**config.mk**
```make
export PLATFORM = sky130hd
export DESIGN_NAME = vram_scanout_flat
export DESIGN_NICKNAME = d
export VERILOG_FILES = /design/src/rtl/se_vga_pkg.sv /design/src/rtl/vram_scanout_if.sv /design/src/rtl/vga_timing.sv /design/src/rtl/vram_scanout.sv /design/src/flat_wrapper.sv
export SDC_FILE = /design/constraint.sdc
export NUM_CORES = 1
export LEC_CHECK = 0
export BUFFER_PORTS_ARGS = -buffer_cell sky130_fd_sc_hd__buf_2
export CORE_ASPECT_RATIO = 0.8
export CORE_MARGIN = 4
export CORE_UTILIZATION = 50
export DETAILED_ROUTE_END_ITERATION = 10
export PLACE_DENSITY_LB_ADDON = 0.3
export SYNTH_ARGS = -nofsm -noshare
export SYNTH_HDL_FRONTEND = slang
export SYNTH_SLANG_ARGS = --single-unit
```
**constraint.sdc**
```tcl
create_clock -name pixClock -period 2.6 [get_ports pixClock]
set_input_delay 0.26 -clock pixClock [delete_from_list [all_inputs] [get_ports pixClock]]
set_output_delay 0.26 -clock pixClock [all_outputs]
set_load 0.01 [all_outputs]
```
**src/rtl/se_vga_pkg.sv**
```systemverilog
// Shared SE-VGA constants: 640x480@60 raster timing, the centred 512x342 SE
// window, the character-slot sequence constants and the buffer-select type.
package se_vga_pkg;

  // Horizontal timing in pixel clocks
  localparam int H_VIS   = 640;
  localparam int H_FP    = 16;
  localparam int H_SYNC  = 96;
  localparam int H_BP    = 48;
  localparam int H_TOTAL = H_VIS + H_FP + H_SYNC + H_BP;

  // Vertical timing in lines
  localparam int V_VIS   = 480;
  localparam int V_FP    = 10;
  localparam int V_SYNC  = 2;
  localparam int V_BP    = 33;
  localparam int V_TOTAL = V_VIS + V_FP + V_SYNC + V_BP;

  // SE image placement inside the visible raster
  localparam int WIN_H0    = 64;
  localparam int WIN_V0    = 69;
  localparam int WIN_W     = 512;
  localparam int WIN_LINES = 342;

  // Counter and address widths
  localparam int CNT_W  = 10;
  localparam int ADDR_W = 15;

  // VRAM reads own slot 0 of every 8-pixel character; the CPU snoop write
  // engine schedules its writes in the other seven slots.
  localparam logic [2:0] FETCH_SEQ = 3'd0;
  // The shift register reloads on the last pixel of a character
  localparam logic [2:0] LOAD_SEQ  = 3'd7;

  typedef enum logic {
    BUF_ALT  = 1'b0,
    BUF_MAIN = 1'b1
  } buf_sel_t;

  // Inclusive range test on counter values
  function automatic logic in_range(input logic [CNT_W-1:0] val,
                                    input logic [CNT_W-1:0] lo,
                                    input logic [CNT_W-1:0] hi);
    return (val >= lo) && (val <= hi);
  endfunction

endpackage

```
**src/rtl/vram_scanout_if.sv**
```systemverilog
// VRAM read-port bundle between the scanout engine (master) and the
// frame-buffer memory / bus mux (slave).
interface vram_scanout_if;
  import se_vga_pkg::*;

  logic [7:0]        vramDataIn;
  logic [ADDR_W-1:0] vramAddr;
  logic              nvramOE;
  logic              nvramCE0;
  logic              nvramCE1;
  logic              rdSlot;

  modport master (
    input  vramDataIn,
    output vramAddr,
    output nvramOE,
    output nvramCE0,
    output nvramCE1,
    output rdSlot
  );

  modport slave (
    output vramDataIn,
    input  vramAddr,
    input  nvramOE,
    input  nvramCE0,
    input  nvramCE1,
    input  rdSlot
  );

endinterface

```
**src/rtl/vga_timing.sv**
```systemverilog
// VGA raster counters, registered syncs and the per-pixel strobes that steer
// the VRAM fetch, shift-register load and active-display region.
module vga_timing #(
  parameter int H_VIS     = se_vga_pkg::H_VIS,
  parameter int H_FP      = se_vga_pkg::H_FP,
  parameter int H_SYNC    = se_vga_pkg::H_SYNC,
  parameter int H_BP      = se_vga_pkg::H_BP,
  parameter int V_VIS     = se_vga_pkg::V_VIS,
  parameter int V_FP      = se_vga_pkg::V_FP,
  parameter int V_SYNC    = se_vga_pkg::V_SYNC,
  parameter int V_BP      = se_vga_pkg::V_BP,
  parameter int WIN_H0    = se_vga_pkg::WIN_H0,
  parameter int WIN_V0    = se_vga_pkg::WIN_V0,
  parameter int WIN_W     = se_vga_pkg::WIN_W,
  parameter int WIN_LINES = se_vga_pkg::WIN_LINES
) (
  input  logic       clk,
  input  logic       rst_n,
  output logic [2:0] seq,
  output logic       nh_sync,
  output logic       nv_sync,
  output logic       fetch,
  output logic       load,
  output logic       disp,
  output logic       frame_start,
  output logic       buf_latch
);
  import se_vga_pkg::*;

  localparam logic [CNT_W-1:0] ONE      = CNT_W'(1);
  localparam logic [CNT_W-1:0] H_LAST   = CNT_W'(H_VIS + H_FP + H_SYNC + H_BP - 1);
  localparam logic [CNT_W-1:0] V_LAST   = CNT_W'(V_VIS + V_FP + V_SYNC + V_BP - 1);
  localparam logic [CNT_W-1:0] HS_FIRST = CNT_W'(H_VIS + H_FP);
  localparam logic [CNT_W-1:0] HS_LAST  = CNT_W'(H_VIS + H_FP + H_SYNC - 1);
  localparam logic [CNT_W-1:0] VS_FIRST = CNT_W'(V_VIS + V_FP);
  localparam logic [CNT_W-1:0] VS_LAST  = CNT_W'(V_VIS + V_FP + V_SYNC - 1);
  localparam logic [CNT_W-1:0] V_BLANK  = CNT_W'(V_VIS);
  localparam logic [CNT_W-1:0] WV_FIRST = CNT_W'(WIN_V0);
  localparam logic [CNT_W-1:0] WV_LAST  = CNT_W'(WIN_V0 + WIN_LINES - 1);
  // A byte is fetched one character ahead of where it is shown, so the fetch
  // run starts 8 pixels before the window and stops one character early.
  localparam logic [CNT_W-1:0] F_FIRST  = CNT_W'(WIN_H0 - 8);
  localparam logic [CNT_W-1:0] F_LAST   = CNT_W'(WIN_H0 + WIN_W - 16);
  localparam logic [CNT_W-1:0] L_FIRST  = CNT_W'(WIN_H0 - 1);
  localparam logic [CNT_W-1:0] L_LAST   = CNT_W'(WIN_H0 + WIN_W - 9);
  localparam logic [CNT_W-1:0] D_FIRST  = CNT_W'(WIN_H0);
  localparam logic [CNT_W-1:0] D_LAST   = CNT_W'(WIN_H0 + WIN_W - 1);

  logic [CNT_W-1:0] h_count;
  logic [CNT_W-1:0] v_count;
  logic             win_line;

  assign seq = h_count[2:0];

  // Pixel and line counters; the line counter advances on each pixel wrap
  always_ff @(posedge clk or negedge rst_n) begin
    if (!rst_n) begin
      h_count <= '0;
      v_count <= '0;
    end else if (h_count == H_LAST) begin
      h_count <= '0;
      v_count <= (v_count == V_LAST) ? '0 : v_count + ONE;
    end else begin
      h_count <= h_count + ONE;
    end
  end

  // Registered syncs, so each edge trails its count match by one clock
  always_ff @(posedge clk or negedge rst_n) begin
    if (!rst_n) begin
      nh_sync <= 1'b1;
      nv_sync <= 1'b1;
    end else begin
      nh_sync <= !in_range(h_count, HS_FIRST, HS_LAST);
      nv_sync <= !in_range(v_count, VS_FIRST, VS_LAST);
    end
  end

  // Decode window, fetch, load, display and frame-event strobes from the counts
  always_comb begin
    win_line    = in_range(v_count, WV_FIRST, WV_LAST);
    fetch       = win_line && (seq == FETCH_SEQ) && in_range(h_count, F_FIRST, F_LAST);
    load        = win_line && (seq == LOAD_SEQ) && in_range(h_count, L_FIRST, L_LAST);
    disp        = win_line && in_range(h_count, D_FIRST, D_LAST);
    frame_start = (h_count == '0) && (v_count == '0);
    buf_latch   = (h_count == '0) && (v_count == V_BLANK);
  end

endmodule

```
**src/rtl/vram_scanout.sv**
```systemverilog
// Read side of the SE-VGA frame-buffer copy: fetches one VRAM byte per
// character slot and shifts it out as 1-bit video centred in the VGA raster.
module vram_scanout #(
  parameter int H_VIS     = se_vga_pkg::H_VIS,
  parameter int H_FP      = se_vga_pkg::H_FP,
  parameter int H_SYNC    = se_vga_pkg::H_SYNC,
  parameter int H_BP      = se_vga_pkg::H_BP,
  parameter int V_VIS     = se_vga_pkg::V_VIS,
  parameter int V_FP      = se_vga_pkg::V_FP,
  parameter int V_SYNC    = se_vga_pkg::V_SYNC,
  parameter int V_BP      = se_vga_pkg::V_BP,
  parameter int WIN_H0    = se_vga_pkg::WIN_H0,
  parameter int WIN_V0    = se_vga_pkg::WIN_V0,
  parameter int WIN_W     = se_vga_pkg::WIN_W,
  parameter int WIN_LINES = se_vga_pkg::WIN_LINES
) (
  input  logic                  pixClock,
  input  logic                  nReset,
  input  logic                  vidBufSel,
  vram_scanout_if.master        vram,
  output logic [2:0]            seq,
  output logic                  nhSync,
  output logic                  nvSync,
  output logic                  vidOut
);
  import se_vga_pkg::*;

  localparam logic [ADDR_W-1:0] ADDR_ONE = ADDR_W'(1);

  logic              fetch;
  logic              load;
  logic              disp;
  logic              frame_start;
  logic              buf_latch;
  logic [ADDR_W-1:0] fetch_addr;
  logic [7:0]        hold_reg;
  logic [7:0]        shift_reg;
  buf_sel_t          buf_sel;

  vga_timing #(
    .H_VIS     (H_VIS),
    .H_FP      (H_FP),
    .H_SYNC    (H_SYNC),
    .H_BP      (H_BP),
    .V_VIS     (V_VIS),
    .V_FP      (V_FP),
    .V_SYNC    (V_SYNC),
    .V_BP      (V_BP),
    .WIN_H0    (WIN_H0),
    .WIN_V0    (WIN_V0),
    .WIN_W     (WIN_W),
    .WIN_LINES (WIN_LINES)
  ) u_timing (
    .clk         (pixClock),
    .rst_n       (nReset),
    .seq         (seq),
    .nh_sync     (nhSync),
    .nv_sync     (nvSync),
    .fetch       (fetch),
    .load        (load),
    .disp        (disp),
    .frame_start (frame_start),
    .buf_latch   (buf_latch)
  );

  // Read address restarts each frame and steps once per completed fetch;
  // it may run past the window end harmlessly since no further fetches occur
  always_ff @(posedge pixClock or negedge nReset) begin
    if (!nReset) begin
      fetch_addr <= '0;
    end else if (frame_start) begin
      fetch_addr <= '0;
    end else if (fetch) begin
      fetch_addr <= fetch_addr + ADDR_ONE;
    end
  end

  // Capture the read byte on the edge that closes the fetch slot
  always_ff @(posedge pixClock or negedge nReset) begin
    if (!nReset) begin
      hold_reg <= '0;
    end else if (fetch) begin
      hold_reg <= vram.vramDataIn;
    end
  end

  // Reload on the last pixel of a character, otherwise shift out MSB-first
  always_ff @(posedge pixClock or negedge nReset) begin
    if (!nReset) begin
      shift_reg <= '0;
    end else if (load) begin
      shift_reg <= hold_reg;
    end else begin
      shift_reg <= {shift_reg[6:0], 1'b0};
    end
  end

  // Buffer choice changes only at the start of vertical blanking to avoid tearing
  always_ff @(posedge pixClock or negedge nReset) begin
    if (!nReset) begin
      buf_sel <= BUF_MAIN;
    end else if (buf_latch) begin
      buf_sel <= buf_sel_t'(vidBufSel);
    end
  end

  // VRAM control: the bus is claimed only during the fetch slot
  always_comb begin
    vram.vramAddr = fetch_addr;
    vram.rdSlot   = 1'b0;
    vram.nvramOE  = 1'b1;
    vram.nvramCE0 = 1'b1;
    vram.nvramCE1 = 1'b1;
    if (fetch) begin
      vram.rdSlot  = 1'b1;
      vram.nvramOE = 1'b0;
      if (buf_sel == BUF_MAIN) begin
        vram.nvramCE0 = 1'b0;
      end else begin
        vram.nvramCE1 = 1'b0;
      end
    end
  end

  // Mac pixels are 1 = black, so invert inside the window and blank elsewhere
  always_comb begin
    vidOut = 1'b0;
    if (disp) begin
      vidOut = ~shift_reg[7];
    end
  end

endmodule

```
**src/flat_wrapper.sv**
```systemverilog
// flat-port wrapper written by rule: the top's interface ports become plain ports
module vram_scanout_flat import se_vga_pkg::*;
#(
  parameter int H_VIS     = se_vga_pkg::H_VIS,
  parameter int H_FP      = se_vga_pkg::H_FP,
  parameter int H_SYNC    = se_vga_pkg::H_SYNC,
  parameter int H_BP      = se_vga_pkg::H_BP,
  parameter int V_VIS     = se_vga_pkg::V_VIS,
  parameter int V_FP      = se_vga_pkg::V_FP,
  parameter int V_SYNC    = se_vga_pkg::V_SYNC,
  parameter int V_BP      = se_vga_pkg::V_BP,
  parameter int WIN_H0    = se_vga_pkg::WIN_H0,
  parameter int WIN_V0    = se_vga_pkg::WIN_V0,
  parameter int WIN_W     = se_vga_pkg::WIN_W,
  parameter int WIN_LINES = se_vga_pkg::WIN_LINES
)
  (pixClock, nReset, vidBufSel, seq, nhSync, nvSync, vidOut, vram_vramDataIn, vram_vramAddr, vram_nvramOE, vram_nvramCE0, vram_nvramCE1, vram_rdSlot);
  vram_scanout_if vram_i ();
  input  logic pixClock;
  input  logic nReset;
  input  logic vidBufSel;
  output logic [2:0] seq;
  output logic nhSync;
  output logic nvSync;
  output logic vidOut;
  input wire logic [$bits(vram_i.vramDataIn)-1:0] vram_vramDataIn;
  output wire logic [$bits(vram_i.vramAddr)-1:0] vram_vramAddr;
  output wire logic [$bits(vram_i.nvramOE)-1:0] vram_nvramOE;
  output wire logic [$bits(vram_i.nvramCE0)-1:0] vram_nvramCE0;
  output wire logic [$bits(vram_i.nvramCE1)-1:0] vram_nvramCE1;
  output wire logic [$bits(vram_i.rdSlot)-1:0] vram_rdSlot;
  assign vram_i.vramDataIn = vram_vramDataIn;
  assign vram_vramAddr = vram_i.vramAddr;
  assign vram_nvramOE = vram_i.nvramOE;
  assign vram_nvramCE0 = vram_i.nvramCE0;
  assign vram_nvramCE1 = vram_i.nvramCE1;
  assign vram_rdSlot = vram_i.rdSlot;
  vram_scanout #(.H_VIS(H_VIS), .H_FP(H_FP), .H_SYNC(H_SYNC), .H_BP(H_BP), .V_VIS(V_VIS), .V_FP(V_FP), .V_SYNC(V_SYNC), .V_BP(V_BP), .WIN_H0(WIN_H0), .WIN_V0(WIN_V0), .WIN_W(WIN_W), .WIN_LINES(WIN_LINES)) u_core (.pixClock(pixClock), .nReset(nReset), .vidBufSel(vidBufSel), .vram(vram_i), .seq(seq), .nhSync(nhSync), .nvSync(nvSync), .vidOut(vidOut));
endmodule
```
==> results of run 1 <==
[synth_stat cells (4+ instances only)]
cell type,count,area [µm²]
a21oi_1,5,25.0
a221o_1,5,50.1
and3_1,5,31.3
buf_2,5,25.0
clkbuf_1,8,30.0
dfrtp_1,51,1280
ha_1,9,113
inv_1,6,22.5
mux2_2,17,191
nand2_1,29,109
nand2b_1,5,31.3
nand3_1,12,60.1
nand4_1,6,37.5
nor2_1,21,78.8
nor3_1,11,55.1
nor4_1,6,37.5
o21ai_0,14,70.1
o31ai_1,6,45.0
or4_1,4,30.0
xor2_1,6,52.6
[metrics by stage]
stage	TNS, ns	worst slack [ns]	instance area (µm²)
2_1_floorplan	0	0.292	2870
3_3_place_gp	0	0.268	3120
3_5_place_dp	0	0.253	3120
4_1_cts	0	0.00668	3230
5_1_grt	-0.0274	-0.0274	3260
6_report	0	0.0936	3260
[path summary, 6_finish.rpt]
check / start / to / slack [ns] / cells after the start
min in group pixClock: vram_vramDataIn[5] / u_core.hold_reg[5]$_DFFE_PN0P_ / 0.17 / 2
max: u_core.u_timing.v_count[0]$_DFFE_PN0N_ / vram_nvramCE1 / 0.09 / 6
min: nReset / u_core.u_timing.h_count[3]$_DFF_PN0_ / 0.07 / 1
min reg2reg: u_core.hold_reg[0]$_DFFE_PN0P_ / u_core.shift_reg[0]$_DFF_PN0_ / 0.49 / 1
max in group asynchronous: nReset / u_core.u_timing.nh_sync$_DFF_PN1_ / 1.80 / 2
max reg2reg: u_core.u_timing.v_count[6]$_DFFE_PN0N_ / u_core.vram.vramAddr[11]$_DFFE_PN0P_ / 0.22 / 5
[logic make-up (layout without fill, tap and decap cells)]
family | after synthesis | count (layout) | synth area share
simple gates | 122 | 122 | 0.225
xor+xnor | 9 | 9 | 0.0275
fa+ha+maj | 9 | 9 | 0.0393
flops | 54 | 54 | 0.473
buf+inv | 26 | 65 | 0.0497
mux | 17 | 17 | 0.0668
compound gates | 48 | 48 | 0.120
[layout make-up]
class	count	area share
Clock buffer	5	0.0211
Clock inverter	3	0.00883
Inverter	7	0.00960
Multi-Input combinational cell	205	0.424
Sequential cell	54	0.417
Tap cell	78	0.0300
Timing Repair Buffer	50	0.0895
[power breakdown]
group | leakage [nW] | switching [mW] | internal, mW
Clock | 0.0506 | 0.295 | 0.202
Sequential | 0.726 | 0 | 0.839
Combinational | 0.743 | 0.0183 | 0.00725
Total | 1.52 | 0.313 | 1.05
[layer usage]
layer	up-vias	GRT usage	routed length, µm
met4	0	0.0423	29
met3	4	0.0365	348
li1	1106	-	-
met2	65	0.283	2810
met1	1129	0.261	2820
met5	-	0	0
[worst register-to-register path, delay by kind of cell (launching register included)]
family             cells  cell delay, ns
AOI/OAI and AO/OA      2            0.65
DFF                    1            0.50
and+or+nand+nor        3            1.13
[what timing repair did]
item                       4_1_cts  5_1_grt
gates resized for setup          2        3
gates cloned                     0        0
buffers inserted                 2        2
setup endpoints to repair        2        2
hold buffers                     0        0
==> impl_metrics.tcl, run 1 <==
set metrics [dict create \
    synth_enable_flop_cells 0 \
    ctsRootBufferMaster "clkbuf_8" \
    drtAntennaViolNets 0 \
    die-area_um2 7020 \
    fp.dieH_um 75.7 \
    coreArea_um2 5500 \
    hold_path.class "in2async" \
    syn_to_final_growth_pct 13.6 \
    nFillCells 482 \
    synth_cells 285 \
    hold_viol 0 \
    h-tree-depth 2 \
    path_class "reg2out" \
    p_leak_nw 1.52 \
    p_total_mw 1.36 \
    critPathBufInv 2 \
    gp_congestion 0.818 \
    drtPass1Iterations 4 \
    grt_pass1_wl_mm 10.2 \
    worst_pin_slew_ns 0.892 \
    drtIter0Drc 137 \
    layout_common_cells "dfrtp_1 (49), buf_2 (35), nand2_1 (29)" \
    cp.required_ns 2.34 \
    finalCritPeriodShare 0.964 \
    slew_headroom 0.405 \
    ys.flop_type "dfrtp_1" \
    ir_drop_uv 306 \
    cts_tree "done" \
    clock_path_buffers 2 \
    synth-seq-cells 54 \
    worst_hold_slack_ns 0.0723 \
    globalRoute.totalOverflow 0 \
    cp_max_fo 20 \
    synthesis.area_um2 2870 \
    cp-end-kind "output port" \
    ys_seq_area_frac 0.473 \
    wl_mm 6.01 \
    final_common_cell "dfrtp_1" \
    vias 2304 \
    power_density_nw_per_um2 418 \
    slowest_delay_ns 0.46 \
    wire_per_inst_um 15.0 \
    ys_types 50 \
    portBuffers 35 \
    outcome "complete, no violations" \
    finish.utilization 0.593 \
    ys_warn_count 0 \
    die_x_um 92.7 \
    grt_max_degree 41 \
    clkTransAtPathRegs_ns 0.10 \
    grt_usage 0.180 \
    dp_cells 390 \
    syn_area_per_cell_um2 10.1 \
    final_cells 402 \
    synth_nets 305 \
    drive_above_1_share 0.284 \
    path_cells "a2111oi_2 -> nor3_1 -> a211o_1 -> buf_6 -> or3_1 -> buf_2" \
    diodes 0 \
    grt_antenna_before_repair 0 \
    largest_reg_flops 15 \
    arrival_ns 2.25 \
    finalSetupViolCount 0 \
    grt_pass1_vias 2091 \
    fin_nets 343 \
    io_pins 36 \
    drc_errors 0 \
    regArea_um2 1360 \
    cts_buffers 5 \
    ys_async_sr_fraction 1.00 \
    dp_hpwl_mm 4.28 \
    clkLatencyLatePin_ns 0.31 \
    fmaxAchievable_ghz 0.399 \
    fp-row-count 24 \
    slowest_stage "dfrtp_2" \
    slew_viol_final 0 \
    via_per_inst 5.73 \
    layout_min_cycle_time_ns 2.51 \
    skew_ns 0.00769 \
    crit_family "compound AO/OA/AOI/OAI gates" \
    cap_violations 0 \
    multi_input_area_um2 1380 \
    start_util 0.522 \
    startpoint_type "flip-flop" \
    cts_sinks 54 \
]
Note: power is estimated with default switching activity, not from simulation.
==> inputs of run 2 (changes only) <==
--- a/config.mk
+++ b/config.mk
@@ -11,6 +11,7 @@
 export CORE_UTILIZATION = 50
 export DETAILED_ROUTE_END_ITERATION = 10
 export PLACE_DENSITY_LB_ADDON = 0.3
+export SETUP_SLACK_MARGIN = 0.3
 export SYNTH_ARGS = -nofsm -noshare
 export SYNTH_HDL_FRONTEND = slang
 export SYNTH_SLANG_ARGS = --single-unit
==> constraint.sdc (replaced) <==
create_clock -name pixClock -period 2.51 [get_ports pixClock]
set_input_delay 0.251 -clock pixClock [delete_from_list [all_inputs] [get_ports pixClock]]
set_output_delay 0.251 -clock pixClock [all_outputs]
set_load 0.01 [all_outputs]
==> impl_metrics.tcl, run 2 (same netlist as run 1, synthesis figures left out) <==
set metrics [dict create \
    fp.dieH_um 75.7 \
    vias 2435 \
    io_pins 36 \
    final_common_cell "dfrtp_1" \
    nFillCells 428 \
    startpoint_type "flip-flop" \
    fmaxAchievable_ghz 0.408 \
    die_x_um 92.7 \
    start_util 0.522 \
    outcome "complete, no violations" \
    regArea_um2 1360 \
    cts_buffers 5 \
    coreArea_um2 5500 \
    layout_min_cycle_time_ns 2.45 \
    wire_per_inst_um 16.1 \
    slew_viol_final 0 \
    grt_max_degree 23 \
    grt_pass1_vias 2098 \
    rsz0062_at_grt "true" \
    dpl_cell_area_um2 3140 \
    p_leak_nw 1.66 \
    syn_to_final_growth_pct 26.7 \
    cts_tree "done" \
    arrival_ns 2.20 \
    diodes 0 \
    largest_reg_flops 15 \
    grt_antenna_before_repair 0 \
    cp-end-kind "output port" \
    slowest_stage "dfrtp_2" \
    path_class "reg2out" \
    clkTransAtPathRegs_ns 0.10 \
    cp.required_ns 2.26 \
    setup_slack_ns 0.0570 \
    skew_ns 0.00991 \
    fp-row-count 24 \
    path_cells "and3_4 -> o41ai_4 -> nand3_2 -> buf_4 -> or2_4 -> clkinv_4 -> nand2_1 -> buf_2" \
    hold_path.class "in2reg" \
    dp_hpwl_mm 4.31 \
    final_design_area_no_fill_um2 3630 \
    ctsRootBufferMaster "clkbuf_8" \
    finalCritPeriodShare 0.977 \
    multi_input_area_um2 1540 \
    drtIter0Drc 138 \
    cap_violations 0 \
    dp_cells 391 \
    cts_sinks 54 \
    layout_common_cells "dfrtp_1 (47), buf_2 (34), nand2_1 (29)" \
    drtPass1Iterations 5 \
    gp_congestion 0.850 \
    via_per_inst 5.77 \
    slowest_delay_ns 0.45 \
    grt_pass1_wl_mm 10.3 \
    ir_drop_uv 331 \
    portBuffers 35 \
    grt_usage 0.185 \
    drive_above_1_share 0.375 \
    finalSetupViolCount 0 \
    worst_pin_slew_ns 0.484 \
    h-tree-depth 2 \
    fin_nets 363 \
    globalRoute.totalOverflow 0 \
    drc_errors 0 \
    cp_max_fo 6 \
    drtAntennaViolNets 0 \
    die-area_um2 7020 \
    slew_headroom 0.677 \
    worst_hold_slack_ns 0.158 \
    clkLatencyLatePin_ns 0.31 \
    wl_mm 6.79 \
    final_cells 422 \
    pre_cts_ws_ns 0.278 \
    hold_viol 0 \
    clock_path_buffers 2 \
    power_density_nw_per_um2 386 \
]
## run 2: final cells by class
type / instances / share of cell area
multi-input combinational: 206 / 0.425
sequential: 54 / 0.374
timing repair buffer: 69 / 0.139
tap: 78 / 0.0269
clock buffer: 5 / 0.0189
inverter: 7 / 0.00930
clock inverter: 3 / 0.00654
## run 2: report_power, final
part | leakage (nW) | total (mW) | internal [mW] | switching (mW)
registers | 0.724 | 0.870 | 0.870 | 0
logic | 0.892 | 0.0269 | 0.00850 | 0.0184
clock network | 0.0408 | 0.504 | 0.200 | 0.304
## run 2: final timing paths
path / from / endpoint / slack [ns] / depth (start not counted)
max: u_core.u_timing.h_count[5]$_DFF_PN0_ / vram_nvramCE0 / 0.06 / 8
min: vram_vramDataIn[4] / u_core.hold_reg[4]$_DFFE_PN0P_ / 0.16 / 2
max reg2reg: u_core.u_timing.h_count[5]$_DFF_PN0_ / u_core.hold_reg[4]$_DFFE_PN0P_ / 0.24 / 8
min reg2reg: u_core.shift_reg[4]$_DFF_PN0_ / u_core.shift_reg[5]$_DFF_PN0_ / 0.49 / 1
max in group asynchronous: nReset / u_core.u_timing.h_count[6]$_DFF_PN0_ / 1.45 / 3
min in group asynchronous: nReset / u_core.vram.vramAddr[8]$_DFFE_PN0P_ / 0.42 / 2
## run 2: per-stage QoR
step | total power, mW | util | TNS (ns)
2_1_floorplan | 0.887 | - | 0
3_3_place_gp | 0.914 | 0.572 | 0
3_5_place_dp | 0.914 | 0.572 | 0
4_1_cts | 1.41 | 0.622 | 0
5_1_grt | 1.46 | 0.661 | -0.0137
6_report | 1.40 | 0.661 | 0
## run 2: critical path, delay by kind of cell, from the launching register on
family / cells / cell delay [ns]
AND/OR/NAND/NOR: 4 / 0.67
flip-flops: 1 / 0.45
buffers and inverters: 3 / 0.40
AO/OA/AOI/OAI: 1 / 0.36
## run 2: layer usage
metal  part of all wire  GRT usage
met1               0.47      0.267
met4              0.010     0.0390
met2               0.47      0.293
met5                  0          0
met3              0.047     0.0395
## run 2: what timing repair did
| action | 4_1_cts | 5_1_grt |
|---|---|---|
| hold buffers | 1 | 0 |
| pin swaps | 7 | 5 |
| endpoints found under the setup margin | 20 | 31 |
| cloned | 1 | 1 |
| hold endpoints to repair | 19 | 0 |
| setup buffers | 11 | 9 |
| gates resized for setup | 16 | 24 |
